File: src/rtl/ddr_cmd_arbiter.sv
// Round-robin arbiter sharing the DDR controller command port among NREQ requesters.
// One command in flight; an owner may chain up to LOCK_MAX commands before the grant rotates.
module ddr_cmd_arbiter #(
    parameter int NREQ     = 4,
    parameter int AW       = 24,
    parameter int LW       = 4,
    parameter int LOCK_MAX = 2
) (
    input  logic               clk,
    input  logic               rst,
    input  logic               init_done,
    input  logic [NREQ-1:0]    req,
    input  logic [NREQ-1:0]    req_rw,
    input  logic [NREQ*AW-1:0] req_addr,
    input  logic [NREQ*LW-1:0] req_len,
    output logic [NREQ-1:0]    gnt,
    output logic [NREQ-1:0]    ack,
    output logic [NREQ-1:0]    done,
    output logic               cmd_valid,
    input  logic               cmd_ready,
    output logic               cmd_rw,
    output logic [AW-1:0]      cmd_addr,
    output logic [LW-1:0]      cmd_len,
    input  logic               xfer_done
);
    localparam int PW = (NREQ > 1) ? $clog2(NREQ) : 1;
    localparam int CW = $clog2(LOCK_MAX + 1);

    typedef enum logic [1:0] {S_INIT, S_IDLE, S_ISSUE, S_BUSY} state_t;

    state_t            state_reg, state_next;
    logic [PW-1:0]     owner_reg, owner_next;
    logic [PW-1:0]     ptr_reg, ptr_next;
    logic [CW-1:0]     cnt_reg, cnt_next;
    logic [NREQ-1:0]   gnt_reg, gnt_next;
    logic [NREQ-1:0]   ack_reg, ack_next;
    logic [NREQ-1:0]   done_reg, done_next;
    logic              valid_reg, valid_next;
    logic              rw_reg, rw_next;
    logic [AW-1:0]     addr_reg, addr_next;
    logic [LW-1:0]     len_reg, len_next;

    logic [AW-1:0]     addr_arr [NREQ];
    logic [LW-1:0]     len_arr  [NREQ];
    logic              pick_found;
    logic [PW-1:0]     pick_idx;
    logic [PW-1:0]     cand_idx;

    genvar gi;
    generate
        for (gi = 0; gi < NREQ; gi++) begin : g_unpack
            assign addr_arr[gi] = req_addr[gi*AW +: AW];
            assign len_arr[gi]  = req_len[gi*LW +: LW];
        end
    endgenerate

    // Scan downward so the last hit written is the first set bit at or after ptr.
    always_comb begin
        pick_found = 1'b0;
        pick_idx   = '0;
        cand_idx   = '0;
        for (int i = NREQ - 1; i >= 0; i--) begin
            cand_idx = PW'((int'(ptr_reg) + i) % NREQ);
            if (req[cand_idx]) begin
                pick_found = 1'b1;
                pick_idx   = cand_idx;
            end
        end
    end

    always_comb begin
        state_next = state_reg;
        owner_next = owner_reg;
        ptr_next   = ptr_reg;
        cnt_next   = cnt_reg;
        gnt_next   = gnt_reg;
        ack_next   = '0;
        done_next  = '0;
        valid_next = valid_reg;
        rw_next    = rw_reg;
        addr_next  = addr_reg;
        len_next   = len_reg;
        case (state_reg)
            // INIT arbitrates in the same cycle init_done is seen, so a pending
            // request is granted one cycle after initialisation completes.
            S_INIT, S_IDLE: begin
                if (state_reg == S_IDLE || init_done) begin
                    state_next = S_IDLE;
                    if (pick_found) begin
                        owner_next = pick_idx;
                        gnt_next   = NREQ'(1) << pick_idx;
                        valid_next = 1'b1;
                        rw_next    = req_rw[pick_idx];
                        addr_next  = addr_arr[pick_idx];
                        len_next   = len_arr[pick_idx];
                        cnt_next   = CW'(1);
                        state_next = S_ISSUE;
                    end
                end
            end
            S_ISSUE: begin
                if (cmd_ready) begin
                    ack_next   = gnt_reg;
                    valid_next = 1'b0;
                    state_next = S_BUSY;
                end
            end
            S_BUSY: begin
                if (xfer_done) begin
                    done_next = gnt_reg;
                    if (req[owner_reg] && cnt_reg < CW'(LOCK_MAX)) begin
                        valid_next = 1'b1;
                        rw_next    = req_rw[owner_reg];
                        addr_next  = addr_arr[owner_reg];
                        len_next   = len_arr[owner_reg];
                        cnt_next   = cnt_reg + CW'(1);
                        state_next = S_ISSUE;
                    end else begin
                        gnt_next   = '0;
                        ptr_next   = (owner_reg == PW'(NREQ - 1)) ? '0 : owner_reg + PW'(1);
                        cnt_next   = '0;
                        state_next = S_IDLE;
                    end
                end
            end
            default: state_next = S_INIT;
        endcase
    end

    always_ff @(posedge clk or posedge rst) begin
        if (rst) begin
            state_reg <= S_INIT;
            owner_reg <= '0;
            ptr_reg   <= '0;
            cnt_reg   <= '0;
            gnt_reg   <= '0;
            ack_reg   <= '0;
            done_reg  <= '0;
            valid_reg <= 1'b0;
            rw_reg    <= 1'b0;
            addr_reg  <= '0;
            len_reg   <= '0;
        end else begin
            state_reg <= state_next;
            owner_reg <= owner_next;
            ptr_reg   <= ptr_next;
            cnt_reg   <= cnt_next;
            gnt_reg   <= gnt_next;
            ack_reg   <= ack_next;
            done_reg  <= done_next;
            valid_reg <= valid_next;
            rw_reg    <= rw_next;
            addr_reg  <= addr_next;
            len_reg   <= len_next;
        end
    end

    assign gnt       = gnt_reg;
    assign ack       = ack_reg;
    assign done      = done_reg;
    assign cmd_valid = valid_reg;
    assign cmd_rw    = rw_reg;
    assign cmd_addr  = addr_reg;
    assign cmd_len   = len_reg;

endmodule

File: config.mk
export PLATFORM = sky130hd
export DESIGN_NAME = ddr_cmd_arbiter
export DESIGN_NICKNAME = d
export VERILOG_FILES = /design/src/rtl/ddr_cmd_arbiter.sv
export SDC_FILE = /design/constraint.sdc
export NUM_CORES = 1
export LEC_CHECK = 0
export ABC_AREA = 1
export CAP_MARGIN = 20
export CORE_ASPECT_RATIO = 0.75
export CORE_MARGIN = 1
export CORE_UTILIZATION = 49
export DETAILED_ROUTE_END_ITERATION = 7
export GPL_ROUTABILITY_DRIVEN = 0
export GPL_TIMING_DRIVEN = 0
export PLACE_DENSITY_LB_ADDON = 0.15
export SETUP_SLACK_MARGIN = 0.2
export SLEW_MARGIN = 20
export SYNTH_ARGS = -nofsm -noshare
export SYNTH_HDL_FRONTEND = slang
export SYNTH_SLANG_ARGS = --single-unit
File: constraint.sdc
create_clock -name clk -period 3.22 [get_ports clk]
set_clock_uncertainty 0.05 [all_clocks]
set_input_delay 0.483 -clock clk [delete_from_list [all_inputs] [get_ports clk]]
set_output_delay 0.483 -clock clk [all_outputs]
set_load 0.02 [all_outputs]
==> results of run 1 <==
-- synthesized netlist by cell type (all sizes together) --
library cell	instances	area share
buf	29	0.037
inv	25	0.022
nand4	1	0.0014
nor2	127	0.11
nor3	6	0.0067
a21oi	5	0.0064
ha	1	0.0028
clkbuf	30	0.026
dfrtp	50	0.28
clkinv	1	0.00084
nand3	134	0.15
xnor2	1	0.0020
o22ai	29	0.041
nand2	275	0.23
o21ai	75	0.085
-- kinds of logic (layout without fill, tap and decap cells) --
family / count (synthesis) / in the layout / share of synthesized area
AND/OR/NAND/NOR: 543 / 543 / 0.4976
AO/OA/AOI/OAI: 109 / 109 / 0.1319
buffers and inverters: 85 / 260 / 0.08569
flip-flops: 50 / 50 / 0.2800
adder cells (fa/ha/maj): 1 / 1 / 0.002800
XOR/XNOR: 1 / 1 / 0.001961
-- worst paths after layout --
check | startpoint | end | slack (ps) | cells after the start
worst max-delay path | req[3] | cmd_addr[5] | 470 | 13
worst min-delay path | cmd_valid | cmd_valid | 440 | 2
worst max register to register | ptr_reg[0] | cmd_addr[5] | 770 | 12
worst min register to register | cmd_valid | cmd_valid | 440 | 2
max in group asynchronous | rst | ptr_reg[0] | 2120 | 3
min in group asynchronous | rst | cmd_addr[6] | 460 | 2
-- per-layer routing --
layer	up-vias	GRT usage	routed length (µm)
li1	2921	-	-
met4	0	0.2194	932
met5	-	0	0
met3	158	0.08520	2943
met2	721	0.6030	7959
met1	2928	0.4984	6827
-- final cells by class --
type                       count  area, µm²
sequential                    50       1251
timing repair buffer         167       1682
fill                         706       2200
tap                          108      135.1
multi-input combinational    654       2834
clock buffer                   5      125.1
inverter                      26      100.1
buffer                        59      282.8
clock inverter                 3      26.28
-- critical path, stage by stage --
cell,delay [ps]
clkdlybuf4s50_1,540
inv_1,100
o21ai_1,260
nand2_1,120
nand3_1,120
nand3_1,90
a21oi_2,270
inv_2,100
clkbuf_1,330
nand2_1,200
nand3_1,100
nand2_1,110
nand2_1,50
-- through the flow --
step / util / cells
2_1_floorplan: - / 789
3_3_place_gp: 0.7254 / 1063
3_5_place_dp: 0.7278 / 1064
4_1_cts: 0.7453 / 1072
5_1_grt: 0.7453 / 1072
6_report: 0.7453 / 1072
-- power by group --
group	total (W)	leakage (nW)	internal, W	switching, W
Sequential	0.00108	0.635	0.000908	0.000171
Combinational	0.00610	2.43	0.00206	0.00404
Clock	0.000571	0.0748	0.000296	0.000275
Total	0.00775	3.14	0.00327	0.00449
==> metrics.txt, run 1 <==
number of nets at the end of the flow=1,089; pin count of the biggest net entering global routing=35; number of synthesized register bits=50; post-layout total power=0.007751 W; flip-flop count of the largest register after layout=24; clock sink total=50; routed wire length=18,660 µm; DIE WIDTH=112.3 µm; final worst-path setup slack=474.1 ps; instance area after placement=0.006285 mm²; HPWL after DPL=13,130 µm; leakage=3.138 nW; data required time at the worst endpoint=3360 ps; layout cell share with drive strength beyond 1=0.05083; overall via count from detail_route=6,728; chip height=84.70 µm; number of iterations in the first detailed-routing pass=8; initial standard-cell utilization of the core=0.5174; Post-DRT Antenna Nets=0; highest-count cells in the layout ignoring fill and taps=nand2_1, clkdlybuf4s50_1, nand3_1; launching element type of the critical path=primary input; CP max FO=10; number of I/O pins=167; Seq/Total Area, Yosys=0.2800; highest achievable clock rate=0.3642 GHz; unrepaired setup endpoints after global routing=no; number of violations of the max-capacitance limit=0; clock tree root driver cell=clkbuf_16; post-route DRC violation count=9; core area=0.008636 mm²; final setup violation count=0; average size of a mapped cell=5.663 µm²; CTS Buf Count=5; ANT cells=0; cts hold-fix bufs=0; number of different library cells in the post-synthesis netlist=26; number of antenna violations at the first check in global routing=0; post-CTS setup-driven buffer insertion count=0; result of the run=finished with violations; final period demand of the worst path=2746 ps; PwrDens=1204 mW/mm²; relative slew slack=0.5326; DP Worst Slack=362.6 ps; WHS=435.8 ps; Post-CTS Resized=0; Area Overhead vs Synth=44.05%; YS warnings=0; level count of the clock H-tree=2; actual transition at the worst max-transition pin=701.0 ps; number of vias per cell after detailed routing=6.276; Synth Cell Area=0.004468 mm²; Total Die Area=0.009508 mm²; post-route fraction of the period consumed by the critical path=0.8528; CTS tree=yes; global routing usage summed across all routing layers=0.3867; number of nets in the synthesized netlist=915; arrival time reported for the critical path endpoint=2880 ps; type of the worst setup path=primary input to register; violated checks=design-rule violations; final hold violation count=0; insertion delay of the later-clocked pin in the worst-skew pair=300 ps; count of buffers inserted at the top-level ports=166; critical path endpoint category=register; fin. max-slew vios=0; global-route wire length before repair=29,530 µm; Max clock buf depth=2; path type of the worst min-delay path=register to register; DRC marker count from the first detailed-route iteration=1,293; grt ovf=0; Total Neg Setup Slack=0 ps; routed len/inst=17.41 µm; most frequent standard cell in the layout excluding fill and tap cells=nand2_1; Max IR drop VDD=0.0006603 V; cell area after layout=0.006436 mm²; standard-cell rows=29; instance count of the mapped netlist=789; number of global-route vias before repair=6,383; clock slew at reported path FFs=80 ps
(Power assumes the default switching activity.)
==> run 2: changes to the inputs <==
Settings changed: ABC_AREA 1 to 0, CORE_UTILIZATION 49 to 48, CTS_CLUSTER_SIZE set to 40.
==> run 2 against run 1 <==
The flow now finishes without violations; sequential power rose by 4%; largest cell class unchanged; largest power group unchanged; critical path depth fell by 4; maximum frequency rose by 2.0%; via count fell by 32%.
==> metrics.txt, run 2 <==
number of vias per cell after detailed routing=6.555 (+4.4%); grt ovf=0 (unchanged); simple-gate share of the synthesized area=0.1363 (-0.3613); Max stage delay on crit path=560 ps (+20 ps); most area-hungry cell type in the Yosys netlist=dfrtp_1; Total Die Area=0.008927 mm² (-6.1%); initial standard-cell utilization of the core=0.5071 (-0.01027); Top cell by count, worst path=buf_2; internal reg-to-reg setup slack=730 ps (-40 ps); Area Overhead vs Synth=47.59%; number of antenna violations at the first check in global routing=0 (unchanged); actual transition at the worst max-transition pin=974.7 ps (+273.7 ps); dominant cells by area after synthesis=dfrtp_1, mux4_2, mux2i_1, a221oi_1, a21o_1; cells along the critical path=clkdlybuf4s50_1 > buf_2 > nor2_1 > or4_1 > clkbuf_1 > buf_2 > nand3_1 > a21o_1 > a31oi_1; number of I/O pins=167 (unchanged); total buffers and inverters traversed by the critical path=4 (unchanged); path type of the worst min-delay path=primary input to register; fraction of power spent switching nets=0.4519 (-0.1267); unrepaired setup endpoints after global routing=no; launching element type of the critical path=primary input; chip height=82.08 µm (-3.1%); core area=0.008093 mm² (-6.3%); arrival time reported for the critical path endpoint=2810 ps (-70 ps); routed len/inst=21.35 µm (+23%); critical path endpoint category=register; portion of total power attributed to sequential cells=0.212 (+0.073); YS warnings=0 (unchanged); met2 wirelength from detailed routing=7182 µm (-9.8%); delay-heaviest family, CP=buffers and inverters; Total Neg Setup Slack=0 ps (unchanged); top cell type's share of synthesized area=0.3049 (+0.02484); standard-cell rows=28 (-3.4%); Post-CTS Resized=0 (unchanged); number of global-route vias before repair=4,560 (-29%); utilization after layout=0.7485 (+0.003163); share of power burned in the clock network=0.106 (+0.032); CP max FO=10 (unchanged); post-layout total power=0.005281 W (-32%); Max IR drop VDD=0.0004951 V (-25%); Seq/Total Area, Yosys=0.3049 (+0.02484); final setup violation count=0 (unchanged); insertion delay of the later-clocked pin in the worst-skew pair=290 ps (about the same); DRC marker count from the first detailed-route iteration=386 (-70%); clock slew at reported path FFs=70 ps (about the same); Max clock buf depth=2 (unchanged); number of different library cells in the post-synthesis netlist=40 (+54%); flip-flop and latch area=0.001251 mm² (unchanged); count of buffers inserted at the top-level ports=165 (-0.60%); total routed wire length on the met1 layer=5854 µm (-14%); final period demand of the worst path=2693 ps (-52.60 ps); share of power burned in combinational logic=0.682 (-0.105); cts hold-fix bufs=0 (unchanged); result of the run=finished clean; Synth Cell Area=0.004104 mm² (-8.1%); number of synthesized register bits=50 (unchanged); highest-count cells in the layout ignoring fill and taps=clkdlybuf4s50_1, dfrtp_1, o21ai_0; CTS tree=yes; routed wire length=14,880 µm (-20%); overall via count from detail_route=4,569 (-32%); Post-DRT Antenna Nets=0 (unchanged); top metal layer carrying routed signals=met4; clock tree root driver cell=clkbuf_16; number of violations of the max-capacitance limit=0 (unchanged); global routing usage summed across all routing layers=0.3342 (-0.05247); metal3 WL=1625 µm (-45%); share of the synthesized area in compound gates (AO/OA/AOI/OAI)=0.2488 (+0.1169); post-route DRC violation count=0 (-9); leakage=2.300 nW (-27%); pin count of the biggest net entering global routing=30 (-14%); CTS Buf Count=5 (unchanged); final hold violation count=0 (unchanged); Pint=0.002894 W (-11%); DIE WIDTH=108.8 µm (-3.1%); post-route fraction of the period consumed by the critical path=0.8364 (-0.01633); PwrDens=871.8 mW/mm² (-28%); clock sink total=50 (unchanged); number of synthesized flops with an enable pin=0 (unchanged); instance count of the mapped netlist=418 (-47%); number of nets at the end of the flow=717 (-34%); global-route wire length before repair=22,700 µm (-23%); number of nets in the synthesized netlist=544 (-41%); layout cell share with drive strength beyond 1=0.09966 (+0.04883); most frequent standard cell in the layout excluding fill and tap cells=clkdlybuf4s50_1; post-CTS setup-driven buffer insertion count=0 (unchanged); most used standard cell by instance count after synthesis=dfrtp_1; type of the worst setup path=primary input to register; largest family of logic cells by synthesized area=compound AO/OA/AOI/OAI gates; number of iterations in the first detailed-routing pass=4 (-4); area occupied by multi-input gates=0.002580 mm² (-9.0%); synthesized-area fraction occupied by xor and xnor cells=0 (-0.001960); most used standard cells in the synthesized netlist=dfrtp_1, o21ai_0, nand2b_1, nand3_1, a21o_1; Post-Synth Adder-Cell Area=0.003049 (+0.0002484); async set-or-reset flop fraction in the synthesized netlist=1.000 (unchanged); average size of a mapped cell=9.818 µm² (+73%); filler cell count in the final layout=589 (-17%); flip-flop count of the largest register after layout=24 (unchanged); worst-path cell with the longest stage delay=or4_1; fin. max-slew vios=0 (unchanged); highest achievable clock rate=0.3713 GHz (+2.0%); relative slew slack=0.3478 (-0.1849); HPWL after DPL=10,660 µm (-19%); data required time at the worst endpoint=3340 ps (-20 ps); Most used DFF post-synth=dfrtp_1; Switch Pwr=0.002387 W (-47%); ANT cells=0 (unchanged); level count of the clock H-tree=2 (unchanged); mux share of post-synthesis cell area=0.2405 (+0.2405)
-- run 2: cell types whose count changed in the layout (fill, tap and decap cells not counted), sizes merged, moves of 31 or more --
cell / change
nor2: -120
nand2: -268
o21ai: -37
nand3: -100
nand2b: +34
a21o: +31
-- run 2: worst paths after layout --
| path | to | start | cells past startpoint |
|---|---|---|---|
| max | cmd_addr[3] | req[3] | 9 |
| min | gnt[2] | req[1] | 3 |
| max reg2reg | cmd_len[2] | ptr_reg[1] | 6 |
| min reg2reg | cmd_valid | cmd_valid | 2 |
| max in group asynchronous | cmd_len[1] | rst | 3 |
| min in group asynchronous | cmd_addr[22] | rst | 2 |
-- run 2: cell families after synthesis --
logic type | count (synthesis)
AO/OA/AOI/OAI | 149
adder cells (fa/ha/maj) | 1
buffers and inverters | 56
flip-flops | 50
multiplexers | 61
AND/OR/NAND/NOR | 101
-- run 2: per-stage QoR --
stage | hold WS [ps] | cells | instance area [µm²] | worst slack [ps]
after floorplan | 458.7 | 418 | 4104 | 1156
after global placement | 465.6 | 688 | 5887 | 387.8
after detailed placement | 477.9 | 689 | 5907 | 318.4
after CTS | 476.9 | 697 | 6057 | 609.5
after global routing | 496.0 | 697 | 6057 | 393.4
final | 481.4 | 697 | 6057 | 526.7
-- run 2: metal layers --
metal,track usage,up-vias
met5,0,-
met4,0.1216,0
met3,0.08413,30
met2,0.5405,341
met1,0.4366,2207
li1,-,1991
-- run 2: final cells by class --
cell class	instances	share of cell area
clock buffers	5	0.02066
clock inverters	3	0.004131
well taps	105	0.02169
repair buffers	166	0.2760
flip-flops and latches	50	0.2066
inverters	10	0.006197
multi-input cells	312	0.4259
plain buffers	46	0.03884
-- run 2: worst register-to-register path, cell delays in order, from the launching register on --
cell	delay, ps
dfrtp_1	430
clkbuf_1	360
nand2b_1	150
a21o_1	210
nor2_1	740
a221oi_1	190
a31oi_1	280
-- run 2: power groups by stage --
stage / logic, W / registers (W) / clock network, W
floorplan: 0.00207 / 0.00136 / 0
global placement: 0.00346 / 0.00111 / 0
detailed placement: 0.00355 / 0.00112 / 0
CTS: 0.00356 / 0.00112 / 0.000557
global route: 0.00386 / 0.00115 / 0.000584
finish: 0.00360 / 0.00112 / 0.000559
